`config.mk`:
```
export PLATFORM = sky130hd
export DESIGN_NAME = osd_spi_tx
export DESIGN_NICKNAME = d
export VERILOG_FILES = /design/src/rtl/osd_spi_pkg.sv /design/src/rtl/osd_spi_tx_fifo.sv /design/src/rtl/osd_spi_tx.sv
export SDC_FILE = /design/constraint.sdc
export NUM_CORES = 1
export LEC_CHECK = 0
export ABC_CLOCK_PERIOD_IN_PS = 4030
export CORE_ASPECT_RATIO = 2
export CORE_UTILIZATION = 60
export CTS_CLUSTER_DIAMETER = 80
export DETAILED_ROUTE_END_ITERATION = 10
export GPL_TIMING_DRIVEN = 0
export PLACE_DENSITY = 0.83
export RECOVER_POWER = 25
export SLEW_MARGIN = 15
export SYNTH_ARGS = -nofsm -noshare
export SYNTH_HDL_FRONTEND = slang
export SYNTH_SLANG_ARGS = --single-unit
```
`constraint.sdc`:
```
create_clock -name clk_sys -period 4.03 [get_ports clk_sys]
set_input_delay 0.806 -clock clk_sys [delete_from_list [all_inputs] [get_ports clk_sys]]
set_output_delay 0.806 -clock clk_sys [all_outputs]
set_load 0.01 [all_outputs]
```
`src/rtl/osd_spi_pkg.sv`:
```
// ============================================================================
// Module      : osd_spi_pkg
// Description : Shared FSM state encoding and default timing constants for
//               the OSD SPI transmitter.
// Revision    : 1.0 - initial release
// ============================================================================
`default_nettype none

package osd_spi_pkg;

  localparam int unsigned SCK_DIV_DEFAULT = 4;
  localparam int unsigned CS_GAP_DEFAULT  = 2;

  typedef enum logic [2:0] {
    IDLE     = 3'd0,
    SHIFT_LO = 3'd1,
    SHIFT_HI = 3'd2,
    STALL    = 3'd3,
    END_HOLD = 3'd4,
    GAP      = 3'd5
  } state_e;

endpackage

`default_nettype wire

```
`src/rtl/osd_spi_tx_fifo.sv`:
```
// ============================================================================
// Module      : osd_spi_tx_fifo
// Description : 4-entry byte FIFO (data plus frame-last flag) feeding the
//               OSD SPI shifter; used only when OSD_SPI_TX_FIFO_EN is defined.
// Revision    : 1.0 - initial release
// ============================================================================
`default_nettype none

module osd_spi_tx_fifo (
  input  logic       clk_sys,
  input  logic       reset,
  input  logic       push,
  input  logic [7:0] push_data,
  input  logic       push_last,
  input  logic       pop,
  output logic       valid,
  output logic [7:0] data,
  output logic       last,
  output logic       full
);

  logic [8:0] mem_q [4];
  logic [8:0] mem_d [4];
  logic [1:0] wptr_q, wptr_d;
  logic [1:0] rptr_q, rptr_d;
  logic [2:0] cnt_q, cnt_d;
  logic       do_push, do_pop;

  assign full    = (cnt_q == 3'd4);
  assign valid   = (cnt_q != 3'd0);
  assign do_push = push & ~full;
  assign do_pop  = pop & valid;
  assign data    = mem_q[rptr_q][7:0];
  assign last    = mem_q[rptr_q][8];

  always_comb begin
    mem_d  = mem_q;
    wptr_d = wptr_q;
    rptr_d = rptr_q;
    cnt_d  = cnt_q + {2'b00, do_push} - {2'b00, do_pop};
    if (do_push) begin
      mem_d[wptr_q] = {push_last, push_data};
      wptr_d        = wptr_q + 2'd1;
    end
    if (do_pop) begin
      rptr_d = rptr_q + 2'd1;
    end
  end

  always_ff @(posedge clk_sys) begin
    if (reset) begin
      mem_q  <= '{default: '0};
      wptr_q <= '0;
      rptr_q <= '0;
      cnt_q  <= '0;
    end else begin
      mem_q  <= mem_d;
      wptr_q <= wptr_d;
      rptr_q <= rptr_d;
      cnt_q  <= cnt_d;
    end
  end

endmodule

`default_nettype wire

```
`src/rtl/osd_spi_tx.sv`:
```
// ============================================================================
// Module      : osd_spi_tx
// Description : OSD SPI link transmitter, MSB first, SCK idle low, SS3 active
//               low. Define OSD_SPI_TX_FIFO_EN for a 4-deep input FIFO instead
//               of the single holding register.
// Revision    : 1.0 - initial release
// ============================================================================
`default_nettype none

module osd_spi_tx
  import osd_spi_pkg::*;
#(
  parameter int unsigned SCK_DIV = SCK_DIV_DEFAULT,
  parameter int unsigned CS_GAP  = CS_GAP_DEFAULT
) (
  input  logic       clk_sys,
  input  logic       reset,
  input  logic [7:0] tx_data,
  input  logic       tx_last,
  input  logic       tx_valid,
  output logic       tx_ready,
  output logic       busy,
  output logic       SPI_SCK,
  output logic       SPI_SS3,
  output logic       SPI_DI
);

  localparam logic [7:0] c_half_reload = 8'(SCK_DIV - 1);
  localparam logic [7:0] c_gap_reload  = 8'(CS_GAP - 1);

  logic       push;
  logic       buf_valid, buf_last, buf_pop;
  logic [7:0] buf_data;

  assign push = tx_valid & tx_ready;

`ifdef OSD_SPI_TX_FIFO_EN
  logic buf_full;

  osd_spi_tx_fifo u_fifo (
    .clk_sys   (clk_sys),
    .reset     (reset),
    .push      (push),
    .push_data (tx_data),
    .push_last (tx_last),
    .pop       (buf_pop),
    .valid     (buf_valid),
    .data      (buf_data),
    .last      (buf_last),
    .full      (buf_full)
  );

  assign tx_ready = ~buf_full;
`else
  logic       hold_valid_q, hold_valid_d;
  logic [7:0] hold_data_q, hold_data_d;
  logic       hold_last_q, hold_last_d;

  // tx_ready is ~hold_valid, so a push and a pop never meet in one cycle.
  always_comb begin
    hold_valid_d = hold_valid_q;
    hold_data_d  = hold_data_q;
    hold_last_d  = hold_last_q;
    if (buf_pop) begin
      hold_valid_d = 1'b0;
    end
    if (push) begin
      hold_valid_d = 1'b1;
      hold_data_d  = tx_data;
      hold_last_d  = tx_last;
    end
  end

  always_ff @(posedge clk_sys) begin
    if (reset) begin
      hold_valid_q <= 1'b0;
      hold_data_q  <= '0;
      hold_last_q  <= 1'b0;
    end else begin
      hold_valid_q <= hold_valid_d;
      hold_data_q  <= hold_data_d;
      hold_last_q  <= hold_last_d;
    end
  end

  assign buf_valid = hold_valid_q;
  assign buf_data  = hold_data_q;
  assign buf_last  = hold_last_q;
  assign tx_ready  = ~hold_valid_q;
`endif

  state_e     state_q, state_d;
  logic [7:0] hcnt_q, hcnt_d;
  logic [2:0] bitcnt_q, bitcnt_d;
  logic [7:0] shreg_q, shreg_d;
  logic       last_q, last_d;
  logic       sck_q, sck_d;
  logic       ss3_q, ss3_d;
  logic       load;

  always_comb begin
    state_d  = state_q;
    hcnt_d   = hcnt_q;
    bitcnt_d = bitcnt_q;
    shreg_d  = shreg_q;
    last_d   = last_q;
    sck_d    = sck_q;
    ss3_d    = ss3_q;
    load     = 1'b0;

    unique case (state_q)
      IDLE:     load = buf_valid;
      SHIFT_LO: begin
        if (hcnt_q == 8'd0) begin
          sck_d   = 1'b1;
          hcnt_d  = c_half_reload;
          state_d = SHIFT_HI;
        end else begin
          hcnt_d = hcnt_q - 8'd1;
        end
      end
      SHIFT_HI: begin
        if (hcnt_q == 8'd0) begin
          sck_d    = 1'b0;
          bitcnt_d = bitcnt_q + 3'd1;
          hcnt_d   = c_half_reload;
          // After bit 0 the shifter is left alone so DI holds through STALL/END_HOLD.
          if (bitcnt_q != 3'd7) begin
            shreg_d = {shreg_q[6:0], 1'b0};
            state_d = SHIFT_LO;
          end else if (last_q) begin
            state_d = END_HOLD;
          end else if (buf_valid) begin
            load = 1'b1;
          end else begin
            state_d = STALL;
          end
        end else begin
          hcnt_d = hcnt_q - 8'd1;
        end
      end
      STALL:    load = buf_valid;
      END_HOLD: begin
        if (hcnt_q == 8'd0) begin
          ss3_d   = 1'b1;
          hcnt_d  = c_gap_reload;
          state_d = GAP;
        end else begin
          hcnt_d = hcnt_q - 8'd1;
        end
      end
      GAP: begin
        if (hcnt_q == 8'd0) begin
          state_d = IDLE;
        end else begin
          hcnt_d = hcnt_q - 8'd1;
        end
      end
      default:  state_d = IDLE;
    endcase

    if (load) begin
      shreg_d  = buf_data;
      last_d   = buf_last;
      hcnt_d   = c_half_reload;
      bitcnt_d = 3'd0;
      sck_d    = 1'b0;
      ss3_d    = 1'b0;
      state_d  = SHIFT_LO;
    end
  end

  always_ff @(posedge clk_sys) begin
    if (reset) begin
      state_q  <= IDLE;
      hcnt_q   <= '0;
      bitcnt_q <= '0;
      shreg_q  <= '0;
      last_q   <= 1'b0;
      sck_q    <= 1'b0;
      ss3_q    <= 1'b1;
    end else begin
      state_q  <= state_d;
      hcnt_q   <= hcnt_d;
      bitcnt_q <= bitcnt_d;
      shreg_q  <= shreg_d;
      last_q   <= last_d;
      sck_q    <= sck_d;
      ss3_q    <= ss3_d;
    end
  end

  assign buf_pop = load;
  assign busy    = (state_q != IDLE);
  assign SPI_SCK = sck_q;
  assign SPI_SS3 = ss3_q;
  assign SPI_DI  = shreg_q[7];

endmodule

`default_nettype wire
```
After elaboration in Yosys (flattened, before gate mapping)
Cells that the tools add are included.
{"block": "word_totals", "regBits": 35, "inputBits": 12, "output_inout_bits": 5, "word_cells": 88}
{"block": "classes", "addsub": 2, "n_eq_ne": 19, "n_mux": 30, "n_bitwise": 3, "reduce_logical": 22}
{"operator": "8-bit 2-to-1 mux", "n": 7}
{"operator": "8-bit case mux with 3 select lines", "n": 1}
{"operator": "3-bit 2-to-1 mux", "n": 7}
{"operator": "3-bit inequality test, second input constant", "n": 6}
{"operator": "3-bit case mux with 5 select lines", "n": 1}
{"operator": "6-bit AND reduction", "n": 2}
{"operator": "2-bit nonzero test", "n": 6}
{"operator": "1-bit 2-to-1 mux", "n": 11}
{"operator": "2-bit inequality test, second input constant", "n": 5}
{"operator": "8-bit zero test", "n": 1}
{"operator": "2-bit AND reduction", "n": 4}
{"operator": "8-bit by 1-bit subtractor with 8-bit output, second input constant", "n": 1}
{"operator": "3-bit by 2-bit == test with 1-bit output, second input constant", "n": 2}
{"operator": "3-bit == test, second input constant", "n": 2}
{"operator": "3-bit AND reduction", "n": 2}
{"operator": "3-bit nonzero test", "n": 2}
{"operator": "2-bit OR reduction", "n": 3}
{"operator": "5-bit inequality test, second input constant", "n": 1}
{"operator": "4-bit inequality test, second input constant", "n": 1}
{"operator": "1-bit case mux with 2 select lines", "n": 2}
{"operator": "4-bit nonzero test", "n": 1}
{"operator": "3-bit by 1-bit adder with 3-bit output, second input constant", "n": 1}
{"operator": "3-bit by 1-bit == test with 1-bit output, second input constant", "n": 1}
{"operator": "3-bit zero test", "n": 1}
{"operator": "other kinds (4)", "n": 5}

Longest topological paths before layout
Gate-level depths: netlist (run 1).
{"block": "logic_depth", "depth_word": 7, "ltp_mapped": 7}

Least setup slack after synthesis (run 1)
No wires, ideal clock.
{"block": "synth_path", "path_kind": "reg2reg", "start": "register bitcnt_q[0]", "end": "register state_q[1]", "setup_ns": 0.073, "t_arrival_ns": 1.747, "path_slack_ns": 2.210, "path_stages_with_launch": 8, "n_path_buf": 1, "synth_period_minus_slack_ns": 1.820, "path_cell_list": "dfxtp_1 -> ha_1 -> ha_1 -> and3b_1 -> and4_1 -> or3_4 -> buf_6 -> nor3_4"}
{"block": "synth_via", "elab_chain_cells": 5, "elab_cells_between_ends": 10, "classes_between": "2 x eq/ne; 6 x mux; 2 x reduce/logical"}
{"item": "start: declaration", "line_no": "osd_spi_tx.sv:94", "text": "logic [2:0] bitcnt_q, bitcnt_d;"}
{"item": "start signal: assignment", "line_no": "osd_spi_tx.sv:185", "text": "bitcnt_q <= bitcnt_d;"}
{"item": "3-bit inequality test *", "line_no": "osd_spi_tx.sv:128", "text": "if (bitcnt_q != 3'd7) begin"}
{"item": "1-bit 2-to-1 mux", "line_no": "osd_spi_tx.sv:128"}
{"item": "1-bit 2-to-1 mux", "line_no": "osd_spi_tx.sv:123", "text": "if (hcnt_q == 8'd0) begin"}
{"item": "1-bit case mux with 2 select lines", "line_no": "osd_spi_tx.sv:111", "text": "unique case (state_q)"}
{"item": "2-bit OR reduction (no source line)"}
{"item": "end signal: assignment", "line_no": "osd_spi_tx.sv:183", "text": "state_q <= state_d;"}
{"item": "end: declaration", "line_no": "osd_spi_tx.sv:92", "text": "state_e state_q, state_d;"}
Every way passes the cells marked *; elsewhere a longest branch is shown, timed or not. The select of a mux whose other input is x is not followed.
A chain may end at the register's enable or synchronous reset.

Worst setup path in the final report (run 1)
{"block": "layout_path", "start": "register hcnt_q[0]", "end": "register hcnt_q[6]"}
{"block": "layout_via", "elab_chain_cells": 4, "elab_cells_between_ends": 11, "classes_between": "1 x add/sub; 1 x eq/ne; 6 x mux; 3 x reduce/logical"}
{"item": "start: declaration", "line_no": "osd_spi_tx.sv:93", "text": "logic [7:0] hcnt_q, hcnt_d;"}
{"item": "start signal: assignment", "line_no": "osd_spi_tx.sv:184", "text": "hcnt_q <= hcnt_d;"}
{"item": "parallel branches: the longest is 4 deep, another holds 8-bit by 1-bit subtractor with 8-bit output"}
Parallel ways; which one is timed is not known. The select of a mux whose other input is x is not followed.

==> reports/metrics.yaml, run 1 <==
critical_path:
  endpoint_kind: "register"
  crit_chain: "inv_1 -> ha_1 -> nor4b_1 -> and4_1 -> or3_1 -> clkbuf_1 -> a21oi_1"
  critical-path-top-delay-family: "simple AND/OR/NAND/NOR gates"
  setup.worst_path.start_class: "register"
  crit_buf_inv: 2
  slowest_stage: "nor4b_1"
  crit_arrival_ps: 2880
  path_class: "reg2reg"
  slowest_delay_ps: 750
  critPathMaxFanout: 10
  cp.required_ps: 4180
layout:
  stdcell_area_um2: 2050
  drive_gt1_frac: 0.113
  fill_cells: 219
  multi_input_area_um2: 972
  area_delta_synth_final_pct: 13.7
  fin_util: 0.730
  register_area_um2: 701
  num_antenna_cells: 0
  nets: 246
sta:
  slew_headroom: 0.387
  setup_slack_ps: 1310
  fin_tns_setup_ps: 0
  finalCriticalPeriod_ps: 2720
  setup_violations: 0
  slew_violations: 0
  hold_viol_final: 0
  rsz0062_at_grt: "no"
  hold_slack_ps: 461
  fmax_mhz: 367
  tightest_slew_ps: 906
  min_period_over_period: 0.676
  clock_skew_ps: 9.72
routing:
  wl_mm: 4.49
  dr.pass1.iters: 4
  antenna_left: 0
  drcViolationCount: 0
  drt_iter0_markers: 60
  wl_per_cell_um: 17.3
  vias_per_cell: 6.42
  vias: 1668
cts:
  clk_latency_ps: 290
  cts_buffers: 5
  cts_root_buffer: "clkbuf_8"
  postCtsSetupBuffers: 0
  cts_tree: "done"
  cts.path.max_buffers: 2
  cts_resized: 0
  clk_pin_slew_ps: 70
  cts_hold_buf: 0
  cts.sinks: 35
  cts_max_level: 2
yosys:
  synth-warning-count: 0
  ys_ff_latch: 35
  syn_inst: 209
  syn_area_um2: 1800
  ys_seq_area_frac: 0.389
  yosysUniqueCellTypes: 48
  synth_top_cell_by_area: "dfxtp_1"
  syn-num-nets: 224
  post-synth-top-count-cell: "dfxtp_1"
  synth_edf_count: 0
  synthTopCellsByCount: "35 x dfxtp_1, 25 x a21oi_1, 25 x nand2_1"
  synth.avg_cell_area_um2: 8.62
  synth-main-ff-cell: "dfxtp_1"
  synth_area_leaders: "dfxtp_1 39%, a21oi_1 6.9%, nand2_1 5.2%"
  async_flop_share: 0
  synth_top_area_frac: 0.389
power_and_ir_drop:
  seq_power_share: 0.410
  vdd_ir_drop_max_v: 0.000394
  pwr-share-clk: 0.269
  netSwitchingFraction: 0.359
  pwr-share-comb: 0.321
  p_per_area_nw_per_um2: 477
  internal_power_uw: 626
  switchingPower_uw: 351
  p_leak_nw: 0.730
hold_path:
  min_path_type: "reg2reg"
die:
  die_y_um: 79.5
  core_area_um2: 2800
  design.die.area_um2: 3240
  pin_count: 17
  dieWidth_um: 40.8
  initial_utilization: 0.643
  placementRows: 27
global_routing:
  track_usage: 0.311
  grt_pass1_wl_mm: 6.87
  grt_antenna_before_repair: 0
  grt-ovfl-total: 0
  grt_pass1_vias: 1646
  grt_start_max_net_pins: 11
placement:
  port_buffers: 15
  dp_slack_ps: 1730
  dpl.hpwl_mm: 3.35
  placed_cell_area_um2: 1990
  gp_congestion: 0.813
run:
  maxCapViolations: 0
outcome:
  outcome: "completed"
==> per-stage QoR <==
step,instances,total power [mW]
finish,260,0.977
global route,260,1.02
CTS,260,0.981
detailed placement,253,0.725
global placement,253,0.709
floorplan,209,0.633
==> tightest hold or removal path, cell delays in order, from the launching register on <==
cell	delay (ps)
dfxtp_1	310
nand2_1	50
a21oi_1	50
==> per-layer routing <==
metal  part of all wire  vias up  track usage  routed length, um
met5                  0        -            0                  0
met4              0.027        0        0.147                121
met3              0.038       11       0.0585                170
met2               0.59       54        0.605               2640
met1               0.35      786        0.256               1560
li1                   -      817            -                  -
==> state kept, by name, indices dropped and copies added, names as in the netlist <==
register / cells
buf_data: 8
buf_valid: 1
bitcnt_q: 3
hcnt_q: 8
last_q: 1
buf_last: 1
SPI_SCK: 1
shreg_q: 8
SPI_SS3: 1
state_q: 3
==> power by group through the flow <==
stage / Sequential, mW / Combinational [mW] / Clock [mW]
2_1_floorplan: 0.404 / 0.229 / 0
3_3_place_gp: 0.408 / 0.301 / 0
3_5_place_dp: 0.409 / 0.316 / 0
4_1_cts: 0.401 / 0.318 / 0.262
5_1_grt: 0.403 / 0.342 / 0.273
6_report: 0.401 / 0.313 / 0.263
==> final timing paths <==
path	startpoint	endpoint	slack [ps]	cells after the start
worst max-delay path	hcnt_q[0]	hcnt_q[6]	1310	7
worst min-delay path	buf_last	buf_last	460	2
worst max register to register	hcnt_q[0]	hcnt_q[6]	1310	7
worst min register to register	buf_last	buf_last	460	2
==> layout by cell type (no fill, tap or decap), types with 4 or more instances in the layout <==
| cell type | netlist | layout |
|---|---|---|
| nor2_1 | 9 | 9 |
| nand2_1 | 25 | 25 |
| inv_1 | 5 | 5 |
| nor3_1 | 4 | 4 |
| clkbuf_8 | 0 | 6 |
| or3_1 | 4 | 5 |
| clkdlybuf4s50_1 | 0 | 12 |
| dfxtp_1 | 35 | 35 |
| nand4_1 | 10 | 10 |
| nand3_1 | 11 | 11 |
| o21ai_0 | 8 | 8 |
| a31oi_1 | 4 | 4 |
| clkbuf_1 | 8 | 9 |
| a21o_1 | 4 | 4 |
| a21oi_1 | 25 | 25 |
| a221o_1 | 7 | 7 |
==> kinds of logic (layout without fill, tap and decap cells) <==
logic type                 Yosys count  after routing  share of synthesized area
AOI/OAI and AO/OA                   60             60                      0.218
muxes                                2              2                     0.0111
and+or+nand+nor                     87             87                      0.287
buffers and inverters               20             42                     0.0604
adders and majority gates            3              3                     0.0208
DFF                                 35             35                      0.389
xor gates and xnor gates             2              2                     0.0139
==> area by class of cell <==
| class | instances | area share |
|---|---|---|
| Inverter | 5 | 0.00916 |
| Buffer | 15 | 0.0403 |
| Clock inverter | 1 | 0.00244 |
| Clock buffer | 6 | 0.0403 |
| Multi-Input combinational cell | 154 | 0.475 |
| Tap cell | 29 | 0.0177 |
| Timing Repair Buffer | 15 | 0.0733 |
| Sequential cell | 35 | 0.342 |
Note: power is estimated with default switching activity, not from simulation.
==> run 2: changes to the inputs <==
ABC_CLOCK_PERIOD_IN_PS = 2800   (was 4030)
CORE_UTILIZATION = 56   (was 60)
PLACE_DENSITY = 0.78   (was 0.83)
clock period = 2.8 ns   (was 4.03 ns; I/O delays follow)
==> reports/metrics.yaml, run 2 (same netlist as run 1, synthesis figures left out) <==
outcome:
  outcome: "completed"
placement:
  gp_congestion: 0.863  # +6.1%
  dpl.hpwl_mm: 3.22  # -3.7%
  port_buffers: 15  # unchanged
power_and_ir_drop:
  p_per_area_nw_per_um2: 718  # +51%
  switchingPower_uw: 504  # +44%
  power_mw: 1.50  # +54%
  pwr-share-comb: 0.300  # -0.021
  pwr-share-clk: 0.316  # +0.047
  internal_power_uw: 999  # +60%
  seq_power_share: 0.384  # -0.026
  netSwitchingFraction: 0.335  # -0.0239
  vdd_ir_drop_max_v: 0.000551  # +40%
  p_leak_nw: 0.749  # +2.6%
sta:
  rsz0062_at_grt: "no"
  setup_violations: 0  # unchanged
  min_period_over_period: 0.882  # +0.207
  tightest_slew_ps: 975  # +68.7 ps
  slew_headroom: 0.341  # -0.0465
  fin_tns_setup_ps: 0  # unchanged
  fmax_mhz: 405  # +10%
  hold_viol_final: 0  # unchanged
  clock_skew_ps: 12.6  # +2.87 ps
  slew_violations: 0  # unchanged
  finalCriticalPeriod_ps: 2470  # -252 ps
layout:
  layout_common_cells: "35 x dfxtp_1, 25 x a21oi_1, 25 x nand2_1"
  multi_input_area_um2: 977  # +0.51%
  register_area_um2: 701  # unchanged
  num_antenna_cells: 0  # unchanged
  fill_cells: 269  # +23%
  area_delta_synth_final_pct: 16.1
  nets: 246  # unchanged
  final_common_cell: "dfxtp_1"
  drive_gt1_frac: 0.125  # +0.0124
critical_path:
  r2r-start: "hcnt_q[1]"
  cp.required_ps: 2990  # -1190 ps
  crit_arrival_ps: 2660  # -220 ps
  reg2reg_to: "shreg_q[6]"
  setup.worst_path.start_class: "register"
  path_class: "reg2reg"
  worst-r2r-cell-count: 7  # unchanged
  rrSetupSlack_ps: 330  # -980 ps
  critPathMaxFanout: 7  # -3
  endpoint_kind: "register"
global_routing:
  track_usage: 0.271  # -0.0406
  grt_pass1_vias: 1661  # +0.91%
  grt_antenna_before_repair: 0  # unchanged
  grt_pass1_wl_mm: 7.16  # +4.2%
  grt_start_max_net_pins: 12  # +1
  grt-ovfl-total: 0  # unchanged
cts:
  cts_hold_buf: 0  # unchanged
  cts_buffers: 5  # unchanged
  cts_resized: 0  # unchanged
  clk_pin_slew_ps: 80  # about the same
  cts_max_level: 2  # unchanged
  cts_tree: "done"
  cts_root_buffer: "clkbuf_8"
  cts.sinks: 35  # unchanged
  clk_latency_ps: 300  # about the same
  postCtsSetupBuffers: 0  # unchanged
  cts.path.max_buffers: 2  # unchanged
die:
  core_area_um2: 3010  # +7.5%
  placementRows: 28  # +3.7%
  pin_count: 17  # unchanged
  design.die.area_um2: 3460  # +6.9%
  initial_utilization: 0.598  # -0.0446
  dieWidth_um: 42.1  # +3.3%
  die_y_um: 82.2  # +3.4%
routing:
  dr.pass1.iters: 4  # unchanged
  vias_per_cell: 6.42  # +0.13%
  drcViolationCount: 0  # unchanged
  antenna_left: 0  # unchanged
  wl_mm: 4.35  # -3.1%
  vias: 1683  # +0.90%
  wl_per_cell_um: 16.6  # -3.8%
  drt_iter0_markers: 79  # +32%
hold_path:
  hold_depth: 2  # unchanged
  min_path_type: "reg2reg"
  hold_end: "buf_data[0]"
  min_from: "buf_data[0]"
run:
  maxCapViolations: 0  # unchanged
-- run 2: per-stage QoR --
stage / utilization / cells / worst slack (ps) / hold WS [ps] / area (um^2)
global placement: 0.660 / 254 / 751 / 446 / 1990
finish: 0.694 / 262 / 329 / 467 / 2090
global route: 0.694 / 262 / 213 / 492 / 2090
floorplan: - / 209 / 980 / 433 / 1800
detailed placement: 0.660 / 254 / 738 / 457 / 1990
CTS: 0.699 / 262 / 412 / 468 / 2110
-- run 2: per-layer routing --
metal	share of wire	track usage	vias to the layer above
met5	0	0	-
li1	-	-	825
met1	0.36	0.257	803
met2	0.58	0.533	42
met4	0.026	0.138	0
met3	0.030	0.0565	13
-- run 2: how the worst max path moves through the flow --
stage | from | endpoint | slack, ps
2_1_floorplan | bitcnt_q[0] | state_q[1] | 980
3_3_place_gp | state_q[0] | busy | 750
3_5_place_dp | state_q[0] | busy | 740
4_1_cts | state_q[0] | busy | 410
5_1_grt | hcnt_q[0] | hcnt_q[3] | 210
6_report | hcnt_q[1] | shreg_q[6] | 330
-- run 2: cell type report --
cell class,count,share of cell area
multi-input cells,154,0.467
well taps,30,0.0179
repair buffers,15,0.0718
flip-flops and latches,35,0.335
inverters,5,0.00897
clock buffers,6,0.0395
clock inverters,2,0.0167
plain buffers,15,0.0431
-- run 2: worst max-delay path, cell delays in order, from the launching register on --
cell and delay, ps:
dfxtp_1 330, inv_1 90, ha_1 170, nor4b_1 800
and3_1 270, buf_4 170, a211oi_2 140, a221o_1 390
-- run 2: power by group through the flow --
| stage | Sequential, mW | Combinational (mW) | Clock, mW |
|---|---|---|---|
| final | 0.577 | 0.451 | 0.475 |
| after detailed placement | 0.589 | 0.452 | 0 |
| after CTS | 0.578 | 0.457 | 0.481 |
| after global routing | 0.582 | 0.497 | 0.502 |
| after floorplan | 0.582 | 0.329 | 0 |
| after global placement | 0.586 | 0.441 | 0 |
